File: src/rtl/led_pwm.sv
// RGB LED PWM controller with register interface, glitch-free duty update
// at frame boundaries, and an optional blink mode that gates the outputs
// on and off in units of whole PWM frames.
module led_pwm #(
    parameter int PRESCALE = 16
) (
    input  logic        clk,
    input  logic        reset_n,
    input  logic        cs,
    input  logic        we,
    input  logic [7:0]  address,
    input  logic [31:0] write_data,
    output logic [31:0] read_data,
    output logic        ready,
    output logic        led_r,
    output logic        led_g,
    output logic        led_b
);

    localparam logic [7:0]  LP_ADDR_DUTY   = 8'h00;
    localparam logic [7:0]  LP_ADDR_CTRL   = 8'h01;
    localparam logic [7:0]  LP_ADDR_PERIOD = 8'h02;
    localparam logic [7:0]  LP_ADDR_STATUS = 8'h03;
    localparam logic [15:0] LP_PRESC_MAX   = 16'(PRESCALE - 1);

    typedef enum logic [1:0] {
        ST_SOLID,
        ST_BLINK_ON,
        ST_BLINK_OFF
    } state_t;

    // Register file
    logic [23:0] r_duty;
    logic [1:0]  r_ctrl;
    logic [15:0] r_period;
    logic [31:0] r_read_data;
    logic        r_ready;

    // Timing state
    logic [15:0] r_presc;
    logic [7:0]  r_pwm_ctr;
    logic [15:0] r_frame_ctr;
    state_t      r_state;

    // Combinational helpers
    logic        w_wr_duty;
    logic        w_wr_ctrl;
    logic        w_wr_period;
    logic [1:0]  w_ctrl_next;
    logic        w_en_next;
    logic        w_en_rise;
    logic        w_tick;
    logic        w_frame_end;
    logic        w_load_active;
    logic        w_phase_on;
    logic [15:0] w_period_max;
    logic [31:0] w_rd_mux;
    state_t      w_state_next;
    logic [15:0] w_frame_next;
    logic        w_unused;

    assign w_wr_duty   = cs && we && (address == LP_ADDR_DUTY);
    assign w_wr_ctrl   = cs && we && (address == LP_ADDR_CTRL);
    assign w_wr_period = cs && we && (address == LP_ADDR_PERIOD);

    // Control value that will be in effect after this edge; lets the outputs
    // and counters drop on the same edge that clears enable.
    assign w_ctrl_next = w_wr_ctrl ? write_data[1:0] : r_ctrl;
    assign w_en_next   = w_ctrl_next[0];
    assign w_en_rise   = w_wr_ctrl && write_data[0] && !r_ctrl[0];

    assign w_tick        = r_ctrl[0] && (r_presc == LP_PRESC_MAX);
    assign w_frame_end   = w_tick && (r_pwm_ctr == 8'hFF);
    assign w_load_active = w_frame_end || w_en_rise;
    assign w_phase_on    = (r_state != ST_BLINK_OFF);
    assign w_period_max  = (r_period == 16'd0) ? 16'd0 : (r_period - 16'd1);

    // Top byte of the write payload is never stored
    assign w_unused = ^write_data[31:24];

    // Register writes and registered read port
    always_ff @(posedge clk or negedge reset_n) begin
        if (!reset_n) begin
            r_duty      <= '0;
            r_ctrl      <= '0;
            r_period    <= 16'd64;
            r_read_data <= '0;
            r_ready     <= 1'b0;
        end else begin
            if (w_wr_duty)   r_duty   <= write_data[23:0];
            if (w_wr_ctrl)   r_ctrl   <= write_data[1:0];
            if (w_wr_period) r_period <= write_data[15:0];
            r_ready     <= cs;
            r_read_data <= (cs && !we) ? w_rd_mux : '0;
        end
    end

    // Read multiplexer; unmapped addresses and unused bits return zero
    always_comb begin
        w_rd_mux = '0;
        case (address)
            LP_ADDR_DUTY:   w_rd_mux = {8'h00, r_duty};
            LP_ADDR_CTRL:   w_rd_mux = {30'd0, r_ctrl};
            LP_ADDR_PERIOD: w_rd_mux = {16'd0, r_period};
            LP_ADDR_STATUS: w_rd_mux = {16'd0, r_pwm_ctr, 7'd0, (r_state == ST_BLINK_OFF)};
            default:        w_rd_mux = '0;
        endcase
    end

    // Prescaler and PWM step counter, held at zero while disabled
    always_ff @(posedge clk or negedge reset_n) begin
        if (!reset_n) begin
            r_presc   <= '0;
            r_pwm_ctr <= '0;
        end else if (!w_en_next) begin
            r_presc   <= '0;
            r_pwm_ctr <= '0;
        end else if (r_ctrl[0]) begin
            if (w_tick) begin
                r_presc   <= '0;
                r_pwm_ctr <= r_pwm_ctr + 8'd1;
            end else begin
                r_presc   <= r_presc + 16'd1;
            end
        end
    end

    // Blink FSM state and frame counter registers
    always_ff @(posedge clk or negedge reset_n) begin
        if (!reset_n) begin
            r_state     <= ST_SOLID;
            r_frame_ctr <= '0;
        end else begin
            r_state     <= w_state_next;
            r_frame_ctr <= w_frame_next;
        end
    end

    // Blink FSM next state: toggle phase after max(PERIOD,1) frame ends
    always_comb begin
        w_state_next = r_state;
        w_frame_next = r_frame_ctr;
        case (r_state)
            ST_SOLID: begin
                w_frame_next = '0;
                if (w_ctrl_next == 2'b11) w_state_next = ST_BLINK_ON;
            end
            ST_BLINK_ON, ST_BLINK_OFF: begin
                if (w_frame_end) begin
                    if (r_frame_ctr == w_period_max) begin
                        w_frame_next = '0;
                        w_state_next = (r_state == ST_BLINK_ON) ? ST_BLINK_OFF : ST_BLINK_ON;
                    end else begin
                        w_frame_next = r_frame_ctr + 16'd1;
                    end
                end
            end
            default: begin
                w_state_next = ST_SOLID;
                w_frame_next = '0;
            end
        endcase
        if (w_wr_period) w_frame_next = '0;
        if (w_ctrl_next != 2'b11) begin
            w_state_next = ST_SOLID;
            w_frame_next = '0;
        end
    end

    // One channel per colour: R in DUTY[23:16], G in [15:8], B in [7:0]
    for (genvar gi = 0; gi < 3; gi++) begin : g_ch
        logic [7:0] r_active;
        logic       r_led;

        // Active duty reloads only at frame end or when enable rises
        always_ff @(posedge clk or negedge reset_n) begin
            if (!reset_n) begin
                r_active <= '0;
                r_led    <= 1'b0;
            end else begin
                if (w_load_active) r_active <= r_duty[8*(2-gi) +: 8];
                r_led <= r_ctrl[0] && w_en_next && w_phase_on && (r_pwm_ctr < r_active);
            end
        end
    end

    assign led_r     = g_ch[0].r_led;
    assign led_g     = g_ch[1].r_led;
    assign led_b     = g_ch[2].r_led;
    assign read_data = r_read_data;
    assign ready     = r_ready;

endmodule

File: config.mk
export PLATFORM = sky130hd
export DESIGN_NAME = led_pwm
export DESIGN_NICKNAME = d
export VERILOG_FILES = /design/src/rtl/led_pwm.sv
export SDC_FILE = /design/constraint.sdc
export NUM_CORES = 1
export LEC_CHECK = 0
export CORE_MARGIN = 3
export CORE_UTILIZATION = 52
export CTS_CLUSTER_DIAMETER = 60
export DETAILED_ROUTE_END_ITERATION = 7
export HOLD_SLACK_MARGIN = 0.12
export PLACE_DENSITY = 0.77
export SLEW_MARGIN = 25
export SYNTH_ARGS = -nofsm -noshare
export SYNTH_HDL_FRONTEND = slang
export SYNTH_SLANG_ARGS = --single-unit
File: constraint.sdc
create_clock -name clk -period 3.3 [get_ports clk]
set_input_delay 0.495 -clock clk [delete_from_list [all_inputs] [get_ports clk]]
set_output_delay 0.495 -clock clk [all_outputs]
set_load 0.05 [all_outputs]
==> Word-level counts from Yosys, hierarchy flattened <==
Index checks and enable logic that the tools add are counted.
{ "totals": {"regBits": 144, "in_bits": 44, "output_inout_bits": 36, "elab_cells": 83} }
{ "op_classes": {"add_sub_neg": 4, "magnitude_cmp": 3, "n_eq_ne": 17, "muxes": 21, "reduce_logical": 23} }
{ "op_table": {"columns": ["cell", "count"], "rows": [
  ["16-bit 2-to-1 mux", 9],
  ["24-bit case mux with 4 select lines", 1],
  ["16-bit by 1-bit adder with 16-bit output, second input constant", 2],
  ["32-bit 2-to-1 mux", 1],
  ["8-bit < comparator", 3],
  ["8-bit 2-to-1 mux", 3],
  ["16-bit equality test", 1],
  ["16-bit by 4-bit equality test with 1-bit output, second input constant", 1],
  ["8-bit by 2-bit equality test with 1-bit output, second input constant", 2],
  ["16-bit logical NOT", 1],
  ["16-bit by 1-bit subtractor with 16-bit output, second input constant", 1],
  ["1-bit logical AND", 14],
  ["2-bit 2-to-1 mux", 6],
  ["3-bit != test, second input constant", 3],
  ["8-bit by 1-bit adder with 8-bit output, second input constant", 1],
  ["8-bit by 1-bit equality test with 1-bit output, second input constant", 1],
  ["8-bit equality test, second input constant", 1],
  ["8-bit logical NOT", 1],
  ["2-bit != test, second input constant", 3],
  ["2-bit equality test, second input constant", 2],
  ["4-bit != test, second input constant", 1],
  ["2-bit case mux with 2 select lines", 1],
  ["3-bit AND reduction", 1],
  ["2-bit by 1-bit equality test with 1-bit output, second input constant", 1],
  ["other kinds (6)", 7]
]} }

==> Logic depth before layout (Yosys ltp) <==
{ "depth": {"word_depth": 8, "ltp_mapped": 13, "mapped_depth_nobuf": 10} }

==> Worst setup path before layout <==
Ideal clock, no wire load.
{ "synth_timing": {"path_kind": "register to register", "start": "reg r_period[2]", "end": "reg r_frame_ctr[0]", "arrival_ns": 2.992, "required_ns": 3.175, "path_slack_ns": 0.184, "stages_incl_launch_ff": 12, "path_buffers": 3, "period_less_slack_ns": 3.116, "path_cell_list": "dfrtp_1 buf_6 or4_1 buf_2 o41a_1 o21bai_2 o221ai_2 a211o_1 or4_1 buf_2 o21a_1 mux2_2"} }
{ "synth_between": {"elab_chain_cells": 8, "elab_cells_between_ends": 9} }
{ "synth_rtl": {"columns": ["item", "line_no", "source"], "rows": [
  ["start, declared", "35", "logic [15:0] r_period;"],
  ["start signal, assigned", "92", "if (w_wr_period) r_period <= write_data[15:0];"],
  ["16-bit by 1-bit subtractor with 16-bit output or 16-bit logical NOT (tied branches)", "76", "assign w_period_max = (r_period == 16'd0) ? 16'd0 : (r_period - 16'd1);"],
  ["16-bit 2-to-1 mux *", "76", null],
  ["16-bit equality test *", "150", "if (r_frame_ctr == w_period_max) begin"],
  ["16-bit 2-to-1 mux *", "150", null],
  ["16-bit 2-to-1 mux *", "149", "if (w_frame_end) begin"],
  ["16-bit 2-to-1 mux *", "143", "case (r_state)"],
  ["16-bit 2-to-1 mux *", "163", "if (w_wr_period) w_frame_next = '0;"],
  ["16-bit 2-to-1 mux *", "164", "if (w_ctrl_next != 2'b11) begin"],
  ["end signal, assigned", "135", "r_frame_ctr <= w_frame_next;"],
  ["end, declared", "42", "logic [15:0] r_frame_ctr;"]
]} }
Mark *: on every way between the ends. The rest lies on a longest branch, timed or not. The select of a mux whose other input is x is not followed.
A chain may end at the register's enable or synchronous reset.

==> Worst setup path in the final report <==
{ "layout_timing": {"start": "reg r_period[1]", "end": "reg r_state[1]"} }
{ "layout_between": {"elab_chain_cells": 5, "elab_cells_between_ends": 6} }
{ "layout_rtl": {"columns": ["item", "line_no", "source"], "rows": [
  ["16-bit by 1-bit subtractor with 16-bit output or 16-bit logical NOT (tied branches)", "76", null],
  ["16-bit 2-to-1 mux *", "76", null],
  ["16-bit equality test *", "150", null],
  ["3-bit != test (no source line) *", null, null],
  ["3-bit AND reduction (no source line) *", null, null],
  ["end signal, assigned", "134", "r_state <= w_state_next;"],
  ["end, declared", "43", "state_t r_state;"]
]} }
Mark *: on every way between the ends. The rest lies on a longest branch, timed or not.

==> results.yml <==
sta:
  max-slew-margin-rel_pct: 50.2
  fin_crit_sh_pct: 97.0
  finalMaxSlewViolations: 0
  setup_viol: 0
  worst_pin_slew_ns: 0.747
  final_hold_viol_count: 0
  worst_slack_ns: 0.0995
  fmax_ghz: 0.312
  min_period_ns: 3.20
  finClkSkew_ns: 0.00698
pwr:
  peakVddDrop_v: 0.000378
  seqPwrFrac_pct: 43.9
  power.density_nw_per_um2: 437
  internal-power_w: 0.00287
  p_sw_w: 0.00101
  swShare_pct: 26.1
  p_comb_share_pct: 11.7
  pwr-share-clk_pct: 44.5
  power_leakage_nw: 4.05
  power_w: 0.00389
cts:
  cts_max_path_buffers: 2
  clkSlewWorstSetupHoldPaths_ns: 0.06
  insertion_delay_ns: 0.42
  cts_made_buffers: 17
  cts_root_buffer: "clkbuf_16"
  cts_sinks: 136
  cts_tree: "done"
  htree_levels: 4
placement:
  dp_cells: 976
  gp_congestion: 0.965
  port_buffers: 63
  place_area_um2: 8290
  dp_hpwl_um: 12500
  pre_cts_slack_ns: 0.176
global_routing:
  overflow: 0
  grt_pass1_wl_um: 29500
  grt_antenna_before_repair: 0
  grt_pass1_vias: 5954
  globalRouteTotalUtil_pct: 23.1
  grt_max_degree: 85
cells_and_area:
  finalNetCount: 895
  fillers: 995
  layout-drive-gt1-share_pct: 15.7
  design_area_um2: 8890
  final_cells: 1009
  multiInputGateArea_um2: 3730
  diodes: 0
  ff_latch_area_um2: 3410
  synthToLayoutAreaGrowth_pct: 20.5
synth:
  synth_warnings: 0
  ys_types: 59
  synth_edf_count: 0
  yosys-top-cells-area: "dfrtp_1 46%, mux2_2 7.9%, ha_1 5.3%"
  async_flop_share_pct: 100
  synthTopCellsByCount: "135 x dfrtp_1, 84 x nand2_1, 68 x nor2_1, 52 x mux2_2, 32 x inv_1"
  syn_inst: 744
  avgSynthCellArea_um2: 9.92
  synth_top_area_share_pct: 45.8
  synth_area_um2: 7380
  synth.yosys.seq_area_share_pct: 46.1
  synth_top_cell_by_area: "dfrtp_1"
  ys.flop_type: "dfrtp_1"
  synth_most_common_cell: "dfrtp_1"
  synth.ff_latch_count: 136
status:
  status: "finished clean"
hold_path:
  hp-class: "input port to async pin"
detailed_routing:
  via_per_inst: 5.85
  wl_per_cell_um: 17.5
  drt_first_pass_iters: 5
  drt-total-wl_um: 17700
  antenna_left: 0
  drt_iter0_drc: 464
  vias: 5904
  route.detailed.drc: 0
worst_setup_path:
  worstSetupEndpoint: "r_state[1]"
  r2r-start: "r_period[1]"
  start_kind: "flop"
  r2r-end: "r_state[1]"
  critPathRequiredTime_ns: 3.59
  rrSetupSlack_ns: 0.1
  reg2reg_depth: 11
  worstSetupStartpoint: "r_period[1]"
  crit_path_end_kind: "flop"
  critical_path_arrival_ns: 3.49
  critPathMaxFanout: 7
  crit_type: "flop to flop"
floorplan:
  rows: 42
  dieArea_um2: 15700
  pin_count: 80
  initial_core_util_pct: 54.4
  die_x_um: 125
  coreArea_um2: 13600
  fp.dieH_um: 125
run:
  drv_cap: 0
## worst max-delay path, stage by stage, from the launching register on
cell and delay (ns):
dfrtp_1 0.45, inv_1 0.13, ha_1 0.18, nor3b_4 0.26, buf_4 0.17, nand4_1 0.13, and3_1 0.25, a2111oi_0 0.41
o2111ai_1 0.21, or4_1 0.54, o2111ai_1 0.22, nand3_1 0.11
## per-layer routing
| metal | GRT usage [%] | share of wire, % | up-vias |
|---|---|---|---|
| met5 | 0 | 0 | - |
| met3 | 4.22 | 6.0 | 36 |
| met2 | 37.5 | 48 | 233 |
| met4 | 10.1 | 2.8 | 0 |
| li1 | - | - | 2774 |
| met1 | 30.6 | 44 | 2861 |
## worst min path at each step
stage                    start                   to  slack (ns)  cells past startpoint
floorplan              reset_n  g_ch[0].r_active[0]        0.20                      0
global placement    r_duty[20]  g_ch[0].r_active[4]        0.48                      2
detailed placement  r_duty[21]        read_data[21]        0.49                      1
CTS                    reset_n           r_duty[17]        0.15                      1
global route           reset_n        read_data[20]        0.20                      1
finish                 reset_n        read_data[20]        0.14                      1
## power by group through the flow
stage | logic [W] | clock network, W | registers (W)
3_3_place_gp | 0.000422 | 0 | 0.00173
2_1_floorplan | 0.000278 | 0 | 0.00173
4_1_cts | 0.000436 | 0.00174 | 0.00170
6_report | 0.000454 | 0.00173 | 0.00170
5_1_grt | 0.000494 | 0.00182 | 0.00170
3_5_place_dp | 0.000432 | 0 | 0.00173
## timing repair
item,CTS,global route
hold buffers,0,0
setup buffers,0,1
endpoints found under the setup margin,0,18
resized for setup,0,10
## cells by family (layout without fill, tap and decap cells)
group	after synthesis	count (layout)	synth area share, %
DFF	136	136	46.1
xor gates and xnor gates	32	32	3.80
adders and majority gates	31	31	5.26
and+or+nand+nor	294	294	20.0
other	1	8	0.0508
buffers and inverters	76	158	4.43
AOI/OAI and AO/OA	114	114	11.1
muxes	60	60	9.19
## state kept, by name, indices dropped and copies added, names as in the netlist
register	cells
led_b	1
r_period	16
r_ctrl	2
r_presc	16
r_pwm_ctr	8
ready	1
g_ch.r_active	24
r_frame_ctr	16
led_r	1
led_g	1
r_duty	24
r_state	2
read_data	24
## final cells by class
type	instances	area share (%)
Tap cell	176	2.48
Timing Repair Buffer	94	9.86
Multi-Input combinational cell	539	41.9
Sequential cell	136	38.3
Clock buffer	21	5.29
Inverter	32	1.35
Clock inverter	11	0.830
## cell usage in the layout (no fill, tap or decap), drive strengths merged, types with 3 or more instances in the layout
cell           synthesis  layout
a311oi                 3       3
nor4b                  4       4
nand3b                 4       4
clkinv                 0       4
a21oi                  5       5
a211oi                 4       4
o221ai                15      15
clkdlybuf4s50          0      62
nor2b                  8       8
xor2                  21      21
o21a                   3       3
nor4                  12      12
clkbuf                31      21
conb                   1       8
xnor2                 11      11
or4                    6       6
ha                    31      31
nand3                 28      28
nor3                  12      12
o2111ai                3       3
mux2i                  7       7
a31oi                  5       5
and4                   3       3
o21ai                 27      27
and3                  12      12
nand4                 13      13
a2111oi                3       3
nor3b                  9       9
nand2                 84      84
clkinvlp               0       6
nor2                  68      68
inv                   32      33
nand2b                 3       3
dfrtp                135     135
or3                    3       3
and2                  20      20
a21o                  19      19
buf                   13      32
mux2                  52      52
a22oi                 16      16
## stage by stage
step	util (%)	hold WS (ns)	TNS [ns]
after global routing	65.6	0.198	-0.0203
after global placement	61.1	0.484	0
after detailed placement	61.1	0.495	0
after CTS	65.1	0.152	0
final	65.6	0.138	0
after floorplan	-	0.199	0
Power figures use the tool's default switching activity.
